<file path="src/rtl/pipe_stall_ctrl_if.sv">
// Handshake bundle between the pipeline stages and the stall controller.
// The pipeline side drives hazard and multi-cycle request information.
// The controller side returns the per-stage stall vector and status.
// Signals are level-based and are sampled on the rising clock edge.
// ex_mc_req stays high until ex_mc_done pulses.
// ex_mc_done is a one-cycle acknowledge, so no separate ready is needed.
interface pipe_stall_ctrl_if #(
   parameter int CNT_W = 6
);
   logic             id_rs_rd_en;
   logic [4:0]       id_rs_addr;
   logic             id_rt_rd_en;
   logic [4:0]       id_rt_addr;
   logic             ex_is_load;
   logic             ex_wrn;
   logic [4:0]       ex_wrAddr;
   logic             ex_mc_req;
   logic             ex_mc_cancel;
   logic [5:0]       stall;
   logic             mc_busy;
   logic [CNT_W-1:0] mc_count;
   logic             ex_mc_done;
   logic [1:0]       dbg_state;

   // Pipeline side
   modport master (
      output id_rs_rd_en, id_rs_addr, id_rt_rd_en, id_rt_addr,
      output ex_is_load, ex_wrn, ex_wrAddr, ex_mc_req, ex_mc_cancel,
      input  stall, mc_busy, mc_count, ex_mc_done, dbg_state
   );

   // Stall controller side
   modport slave (
      input  id_rs_rd_en, id_rs_addr, id_rt_rd_en, id_rt_addr,
      input  ex_is_load, ex_wrn, ex_wrAddr, ex_mc_req, ex_mc_cancel,
      output stall, mc_busy, mc_count, ex_mc_done, dbg_state
   );
endinterface

</file>
<file path="src/rtl/pipe_stall_ctrl.sv">
// Central stall controller for the 6-stage pipeline.
// A load-use hazard stalls PC, IF_ID and ID_EX while EX keeps running.
// Because EX runs with ID_EX stalled, one bubble goes into EX.
// A multi-cycle EX op holds PC through EX for MC_CYCLES cycles.
// The op then gets a one-cycle done pulse and EX_MEM captures the result.
module pipe_stall_ctrl #(
   parameter int MC_CYCLES = 32,
   parameter int CNT_W     = 6
) (
   input  logic                 clk,
   input  logic                 rst,
   pipe_stall_ctrl_if.slave     bus
);

   typedef enum logic [1:0] {
      IDLE = 2'd0,
      RUN  = 2'd1,
      DONE = 2'd2
   } state_t;

   localparam logic [CNT_W-1:0] MC_LOAD = CNT_W'(MC_CYCLES - 2);
   localparam logic [5:0] STALL_MC   = 6'b001111;
   localparam logic [5:0] STALL_LU   = 6'b000111;
   localparam logic [5:0] STALL_NONE = 6'b000000;

   state_t           state_q, state_d;
   logic [CNT_W-1:0] count_q, count_d;
   logic             busy_q, done_q;
   logic             load_use;
   logic [5:0]       stall_d;

   // Load-use hazard: the EX load targets a register that ID is reading.
   always_comb begin
      load_use = bus.ex_is_load & bus.ex_wrn & (bus.ex_wrAddr != 5'd0) &
                 ((bus.id_rs_rd_en & (bus.id_rs_addr == bus.ex_wrAddr)) |
                  (bus.id_rt_rd_en & (bus.id_rt_addr == bus.ex_wrAddr)));
   end

   // Next state, the counter update and the combinational stall vector.
   always_comb begin
      state_d = state_q;
      count_d = count_q;
      stall_d = STALL_NONE;
      case (state_q)
         IDLE: begin
            if (bus.ex_mc_req && !bus.ex_mc_cancel) begin
               stall_d = STALL_MC;
               count_d = MC_LOAD;
               state_d = RUN;
            end else if (bus.ex_mc_req && bus.ex_mc_cancel) begin
               stall_d = STALL_NONE;
               count_d = '0;
            end else begin
               stall_d = load_use ? STALL_LU : STALL_NONE;
            end
         end
         RUN: begin
            if (bus.ex_mc_cancel) begin
               stall_d = STALL_NONE;
               count_d = '0;
               state_d = IDLE;
            end else begin
               stall_d = STALL_MC;
               if (count_q == '0) begin
                  state_d = DONE;
               end else begin
                  count_d = count_q - CNT_W'(1);
               end
            end
         end
         DONE: begin
            // The request still seen here belongs to the op that just finished.
            stall_d = load_use ? STALL_LU : STALL_NONE;
            state_d = IDLE;
         end
         default: begin
            state_d = IDLE;
            count_d = '0;
         end
      endcase
      if (rst) begin
         stall_d = STALL_NONE;
      end
   end

   // State, counter and registered status flags.
   always_ff @(posedge clk) begin
      if (rst) begin
         state_q <= IDLE;
         count_q <= '0;
         busy_q  <= 1'b0;
         done_q  <= 1'b0;
      end else begin
         state_q <= state_d;
         count_q <= count_d;
         busy_q  <= (state_d == RUN);
         done_q  <= (state_d == DONE);
      end
   end

   assign bus.stall      = stall_d;
   assign bus.mc_busy    = busy_q;
   assign bus.mc_count   = count_q;
   assign bus.ex_mc_done = done_q;
   assign bus.dbg_state  = state_q;

endmodule

</file>
<file path="src/flat_wrapper.sv">
// flat-port wrapper written by rule: the top's interface ports become plain ports
module pipe_stall_ctrl_flat 
#(
   parameter int MC_CYCLES = 32,
   parameter int CNT_W     = 6
)
  (clk, rst, bus_id_rs_rd_en, bus_id_rs_addr, bus_id_rt_rd_en, bus_id_rt_addr, bus_ex_is_load, bus_ex_wrn, bus_ex_wrAddr, bus_ex_mc_req, bus_ex_mc_cancel, bus_stall, bus_mc_busy, bus_mc_count, bus_ex_mc_done, bus_dbg_state);
  pipe_stall_ctrl_if #(.CNT_W(CNT_W)) bus_i ();
  input  logic clk;
  input  logic rst;
  input wire logic [$bits(bus_i.id_rs_rd_en)-1:0] bus_id_rs_rd_en;
  input wire logic [$bits(bus_i.id_rs_addr)-1:0] bus_id_rs_addr;
  input wire logic [$bits(bus_i.id_rt_rd_en)-1:0] bus_id_rt_rd_en;
  input wire logic [$bits(bus_i.id_rt_addr)-1:0] bus_id_rt_addr;
  input wire logic [$bits(bus_i.ex_is_load)-1:0] bus_ex_is_load;
  input wire logic [$bits(bus_i.ex_wrn)-1:0] bus_ex_wrn;
  input wire logic [$bits(bus_i.ex_wrAddr)-1:0] bus_ex_wrAddr;
  input wire logic [$bits(bus_i.ex_mc_req)-1:0] bus_ex_mc_req;
  input wire logic [$bits(bus_i.ex_mc_cancel)-1:0] bus_ex_mc_cancel;
  output wire logic [$bits(bus_i.stall)-1:0] bus_stall;
  output wire logic [$bits(bus_i.mc_busy)-1:0] bus_mc_busy;
  output wire logic [$bits(bus_i.mc_count)-1:0] bus_mc_count;
  output wire logic [$bits(bus_i.ex_mc_done)-1:0] bus_ex_mc_done;
  output wire logic [$bits(bus_i.dbg_state)-1:0] bus_dbg_state;
  assign bus_i.id_rs_rd_en = bus_id_rs_rd_en;
  assign bus_i.id_rs_addr = bus_id_rs_addr;
  assign bus_i.id_rt_rd_en = bus_id_rt_rd_en;
  assign bus_i.id_rt_addr = bus_id_rt_addr;
  assign bus_i.ex_is_load = bus_ex_is_load;
  assign bus_i.ex_wrn = bus_ex_wrn;
  assign bus_i.ex_wrAddr = bus_ex_wrAddr;
  assign bus_i.ex_mc_req = bus_ex_mc_req;
  assign bus_i.ex_mc_cancel = bus_ex_mc_cancel;
  assign bus_stall = bus_i.stall;
  assign bus_mc_busy = bus_i.mc_busy;
  assign bus_mc_count = bus_i.mc_count;
  assign bus_ex_mc_done = bus_i.ex_mc_done;
  assign bus_dbg_state = bus_i.dbg_state;
  pipe_stall_ctrl #(.MC_CYCLES(MC_CYCLES), .CNT_W(CNT_W)) u_core (.clk(clk), .rst(rst), .bus(bus_i));
endmodule
</file>
<file path="config.mk">
export PLATFORM = sky130hd
export DESIGN_NAME = pipe_stall_ctrl_flat
export DESIGN_NICKNAME = d
export VERILOG_FILES = /design/src/rtl/pipe_stall_ctrl_if.sv /design/src/rtl/pipe_stall_ctrl.sv /design/src/flat_wrapper.sv
export SDC_FILE = /design/constraint.sdc
export NUM_CORES = 1
export LEC_CHECK = 0
export ABC_AREA = 1
export BUFFER_PORTS_ARGS = -buffer_cell sky130_fd_sc_hd__buf_2
export CAP_MARGIN = 20
export CORE_AREA = 2 2 46 48
export CTS_BUF_LIST = sky130_fd_sc_hd__clkbuf_2 sky130_fd_sc_hd__clkbuf_4 sky130_fd_sc_hd__clkbuf_8
export DETAILED_ROUTE_END_ITERATION = 10
export DIE_AREA = 0 0 48 50
export PLACE_DENSITY = 0.8
export SLEW_MARGIN = 15
export SYNTH_ARGS = -nofsm -noshare
export SYNTH_HDL_FRONTEND = slang
export SYNTH_SLANG_ARGS = --single-unit
</file>
<file path="constraint.sdc">
create_clock -name clk -period 1.5 [get_ports clk]
set_clock_uncertainty 0.15 [all_clocks]
set_input_delay 0.225 -clock clk [delete_from_list [all_inputs] [get_ports clk]]
set_output_delay 0.225 -clock clk [all_outputs]
set_load 0.01 [all_outputs]
</file>
==> out/qor.yml, run 1 <==
vias: 983
worst_setup_path_end_kind: "output pin"
post_synth_num_cell_types: 28
gp_congestion: 0.886
startpoint_type: "flip-flop"
fin_area_um2: 1220
cts_buffers: 3
layout.filler_cells: 170
clock_path_buffers: 2
synthArstFlopShare: 0
required_ps: 1120
yosysWarningCount: 0
failing_checks: "setup timing"
antenna_violations_before_repair: 0
multi_input_combinational_cell_area_um2: 571
synth_ff_type: "sky130_fd_sc_hd__dfxtp_1"
dieArea_um2: 2400
wire_length_of_the_first_global_routing_pass_um: 3720
count_of_nets_after_finishing: 213
timing.setup.critical_path_class: "reg -> out"
critical_path_at_ps: 1280
fin_util: 0.643
setup_viol_count_final: 4
rows: 16
share_of_cells_above_drive_strength_1: 0.441
seqCellArea_um2: 206
dpl-instance-area_um2: 1070
synth_xor_area_frac: 0.0102
timing.final.crit_share: 1.10
layout.cells.most_common_list: "42 x sky130_fd_sc_hd__nand2_1, 35 x sky130_fd_sc_hd__buf_2, 19 x sky130_fd_sc_hd__inv_1"
wire_per_inst_um: 10.5
finalWorstSetupSlack_ps: -154
cts_htree_levels: 1
finish.cell_count_without_fillers: 213
timing.final.hold_violations: 0
setup_tns_ps: -509
numPlacedInstances: 202
total_leakage_power_nw: 0.683
timing.final.max_slew_violations: 0
worst_skew_pair_latency_ps: 280
compound_gate_fraction_of_synth_area: 0.116
maxCapViolations: 0
io_pins: 39
drt_pass1_iterations: 4
finalWorstPathRequiredPeriod_ps: 1650
antenna_cells: 0
initial_core_util: 0.449
area_growth_syn_to_layout_pct: 43.2
path_cells: "inv_4 > buf_4 > o221ai_2 > a21oi_2 > buf_2"
std_cell_core_area_um2: 1900
cp_slowest_cell: "sky130_fd_sc_hd__dfxtp_4"
muxShareOfSynthArea: 0
routed_wl_um: 2240
vias_per_cell: 4.62
grt_setup_unrepaired: "true"
largest_net_degree_at_the_start_of_global_routing: 10
achievable-frequency_ghz: 0.605
post-place-ws_ps: 20.0
die_height_um: 50
ir_drop_uv: 404
crit_path_max_fanout: 4
first_iter_violations: 27
cts.clk_slew.worst_paths_ps: 70
avgSynthCellArea_um2: 6.10
yosys.area_share.simple: 0.439
synth_top_family_by_area: "simple AND/OR/NAND/NOR gates"
antenna_left: 0
run_status: "finished with violations"
synth_cells: 140
first_global_vias: 939
synth_enable_flop_cells: 0
hold_path.class: "in -> reg"
dp_hpwl_um: 1620
grtUsageTotal: 0.215
grt_overflow_total: 0
syn-cell-area_um2: 855
clock_tree_from_tritoncts: "yes"
timing.critical_path.slowest_cell_delay_ps: 400
mostFrequentLayoutCell: "sky130_fd_sc_hd__nand2_1"
ys_seq_area_frac: 0.234
synth.ff_latch_count: 10
tritoncts_num_sinks: 10
cts_root_buf: "sky130_fd_sc_hd__clkbuf_4"
power-per-cell-area_nw_per_um2: 630
drc_violations_left: 0
post_synth_fa_ha_maj_area_fraction: 0.0293
numPortBuffers: 36
dieWidth_um: 48
==> logic make-up after synthesis <==
kind of cell / Yosys count
compound gates: 16
buf+inv: 33
other cells: 1
flops: 10
fa+ha+maj: 2
simple gates: 77
xor+xnor: 1
==> metrics by stage <==
stage          power, W  hold WS, ps
5_1_grt        0.000808          163
6_report       0.000771          137
2_1_floorplan  0.000464          345
3_5_place_dp   0.000540          372
4_1_cts        0.000738          129
3_3_place_gp   0.000533          362
==> what timing repair did <==
item | CTS | global route
setup endpoints to repair | 4 | 12
setup buffers | 5 | 3
hold buffers | 0 | 0
gates resized for setup | 12 | 9
pin swaps | 4 | 5
==> final cells by class <==
class | count | share of cell area
clock buffers | 3 | 0.0184
inverters | 28 | 0.0961
well taps | 27 | 0.0276
repair buffers | 47 | 0.223
multi-input cells | 98 | 0.466
flip-flops and latches | 10 | 0.169
==> where the power goes <==
part / internal, W / leakage (nW) / switching, W
Clock: 0.0000934 / 0.0138 / 0.000107
Sequential: 0.000277 / 0.0832 / 0.0000117
Combinational: 0.000121 / 0.586 / 0.000161
Total: 0.000491 / 0.683 / 0.000280
==> cells in the mapped netlist (3+ instances only) <==
cell	instances	area, um2
sky130_fd_sc_hd__nor2_1	14	52.6
sky130_fd_sc_hd__a21oi_1	6	30.0
sky130_fd_sc_hd__o21ai_1	3	15.0
sky130_fd_sc_hd__inv_1	22	82.6
sky130_fd_sc_hd__nand2_1	43	161
sky130_fd_sc_hd__dfxtp_1	10	200
sky130_fd_sc_hd__nand3_1	7	35.0
sky130_fd_sc_hd__inv_2	5	18.8
sky130_fd_sc_hd__buf_4	4	30.0
==> layer usage <==
layer | GRT usage | up-vias | share of wire
met4 | 0.0676 | 0 | 0.016
met5 | 0 | - | 0
met3 | 0.0440 | 2 | 0.043
li1 | - | 519 | -
met2 | 0.389 | 29 | 0.51
met1 | 0.233 | 433 | 0.43
==> flip-flops by register name, summed over array words and instances (netlist names) <==
name / flops
u_core.bus.dbg_state: 2
u_core.bus.ex_mc_done: 1
u_core.bus.mc_busy: 1
u_core.bus.mc_count: 6
==> critical path, delay by kind of cell (launching register included) <==
kind	cells	cell delay, ps
buffers and inverters	3	330
AO/OA/AOI/OAI	2	260
flip-flops	1	400
==> path summary, 6_finish.rpt <==
path	from	slack, ps	end	depth (start not counted)
worst max-delay path	u_core.bus.dbg_state[0]	-150	bus_stall[2]	5
worst min-delay path	rst	140	u_core.bus.mc_count[0]	4
worst max register to register	u_core.bus.dbg_state[1]	60	u_core.bus.mc_count[1]	8
worst min register to register	u_core.bus.mc_count[1]	340	u_core.bus.mc_count[1]	2
No activity file was read; power rests on OpenSTA's default activity.
==> run 2, diff against run 1 <==
BUFFER_PORTS_ARGS = unset   (was -buffer_cell sky130_fd_sc_hd__buf_2)
CORE_AREA = 2 2 41 43   (was 2 2 46 48)
DIE_AREA = 0 0 43 45   (was 0 0 48 50)
DONT_BUFFER_PORTS = 1   (was unset)
PLACE_DENSITY = 0.76   (was 0.8)
==> run 2 against run 1 <==
  * The run ends with hold timing, setup timing left
  * Combinational power shrank 20%
  * Critical path depth is the same
  * Total power is 7.9% lower
  * Final cell count shrank 21%
  * Critical path type unchanged
  * Largest power group unchanged
==> out/qor.yml, run 2 (synthesis gave the netlist of run 1 again) <==
std_cell_core_area_um2: 1470
tritoncts_num_sinks: 10
initial_core_util: 0.581
fin_area_um2: 1020
grtUsageTotal: 0.210
achievable-frequency_ghz: 0.625
path_cells: "inv_4 > buf_4 > o221ai_2 > a21oi_2 > buf_6"
timing.setup.critical_path_class: "reg -> out"
drc_violations_left: 0
die_height_um: 45
worst_skew_pair_latency_ps: 270
maxCapViolations: 0
timing.final.hold_violations: 1
dieArea_um2: 1940
largest_register_ff_count: 6
cp_slowest_cell: "sky130_fd_sc_hd__dfxtp_2"
cts_buffers: 3
timing.critical_path.slowest_cell_delay_ps: 330
finalWorstSetupSlack_ps: -101
grt_overflow_total: 0
setup_viol_count_final: 3
numPortBuffers: 0
ir_drop_uv: 492
finalWorstPathRequiredPeriod_ps: 1600
critical_path_at_ps: 1230
failing_checks: "hold timing, setup timing"
finalHoldWorstSlack_ps: -0.845
post-place-ws_ps: 78.4
timing.final.max_slew_violations: 0
worst_setup_path_end_kind: "output pin"
wire_per_inst_um: 11.4
clock_tree_from_tritoncts: "yes"
antenna_violations_before_repair: 0
dp_hpwl_um: 1510
io_pins: 39
clock_path_buffers: 2
first_iter_violations: 15
dieWidth_um: 43
drt_pass1_iterations: 4
hold_path.class: "in -> reg"
crit_path_max_fanout: 4
area_growth_syn_to_layout_pct: 19.3
routed_wl_um: 1920
count_of_nets_after_finishing: 179
power-per-cell-area_nw_per_um2: 696
wire_length_of_the_first_global_routing_pass_um: 3070
required_ps: 1120
grt_setup_unrepaired: "true"
mostFrequentLayoutCell: "sky130_fd_sc_hd__nand2_1"
antenna_cells: 0
antenna_left: 0
startpoint_type: "flip-flop"
rows: 14
run_status: "finished with violations"
vias_per_cell: 5.13
total_leakage_power_nw: 0.533
ff2ff_setup_slack_ps: 90
cts_htree_levels: 1
cts.clk_slew.worst_paths_ps: 70
cts_root_buf: "sky130_fd_sc_hd__clkbuf_4"
timing.final.crit_share: 1.07
share_of_cells_above_drive_strength_1: 0.289
vias: 861
layout.cells.most_common_list: "42 x sky130_fd_sc_hd__nand2_1, 20 x sky130_fd_sc_hd__inv_1, 14 x sky130_fd_sc_hd__nor2_1"
first_global_vias: 772
dpl-instance-area_um2: 911
gp_congestion: 0.828
largest_net_degree_at_the_start_of_global_routing: 10
-- run 2: timing repair --
item                       CTS  global route
resized for setup           11             2
hold endpoints to repair     7             7
setup buffers                3             1
setup endpoints to repair    4             6
pin swaps                    4             1
-- run 2: per-layer routing --
| layer | global-route usage | vias up | wire, um |
|---|---|---|---|
| met1 | 0.236 | 388 | 743 |
| met2 | 0.391 | 23 | 1070 |
| met3 | 0.0240 | 2 | 82 |
| met4 | 0.109 | 0 | 21 |
| li1 | - | 448 | - |
| met5 | 0 | - | 0 |
-- run 2: report_power, final --
| group | leakage (nW) | total, W | internal, W | switching [W] |
|---|---|---|---|---|
| registers | 0.0828 | 0.000289 | 0.000277 | 0.0000114 |
| logic | 0.436 | 0.000227 | 0.0000932 | 0.000134 |
| clock network | 0.0138 | 0.000194 | 0.0000932 | 0.000101 |
-- run 2: per-stage QoR --
step / setup TNS, ps / utilization / cells / total power [W]
6_report: -303 / 0.693 / 168 / 0.000710
5_1_grt: -500 / 0.693 / 168 / 0.000748
4_1_cts: -321 / 0.676 / 166 / 0.000695
3_5_place_dp: 0 / 0.619 / 160 / 0.000496
3_3_place_gp: 0 / 0.619 / 160 / 0.000491
2_1_floorplan: 0 / - / 141 / 0.000464
-- run 2: path summary, 6_finish.rpt --
check / to / cells after the start / start
hold / removal: u_core.bus.mc_count[2] / 3 / rst
setup reg to reg: u_core.bus.mc_count[0] / 9 / u_core.bus.mc_count[1]
setup / recovery: bus_stall[0] / 5 / u_core.bus.dbg_state[1]
hold reg to reg: u_core.bus.mc_count[1] / 2 / u_core.bus.mc_count[1]
-- run 2: cell type report --
type / instances / area, um2
Tap cell: 16 / 20.0
Sequential cell: 10 / 205
Fill cell: 131 / 452
Multi-Input combinational cell: 98 / 556
Clock buffer: 3 / 22.5
Inverter: 28 / 113
Timing Repair Buffer: 13 / 104
-- run 2: critical path: cells and delay by family (launching register included) --
kind / cells / cell delay [ps]
flip-flops: 1 / 330
AO/OA/AOI/OAI: 2 / 230
buffers and inverters: 3 / 380
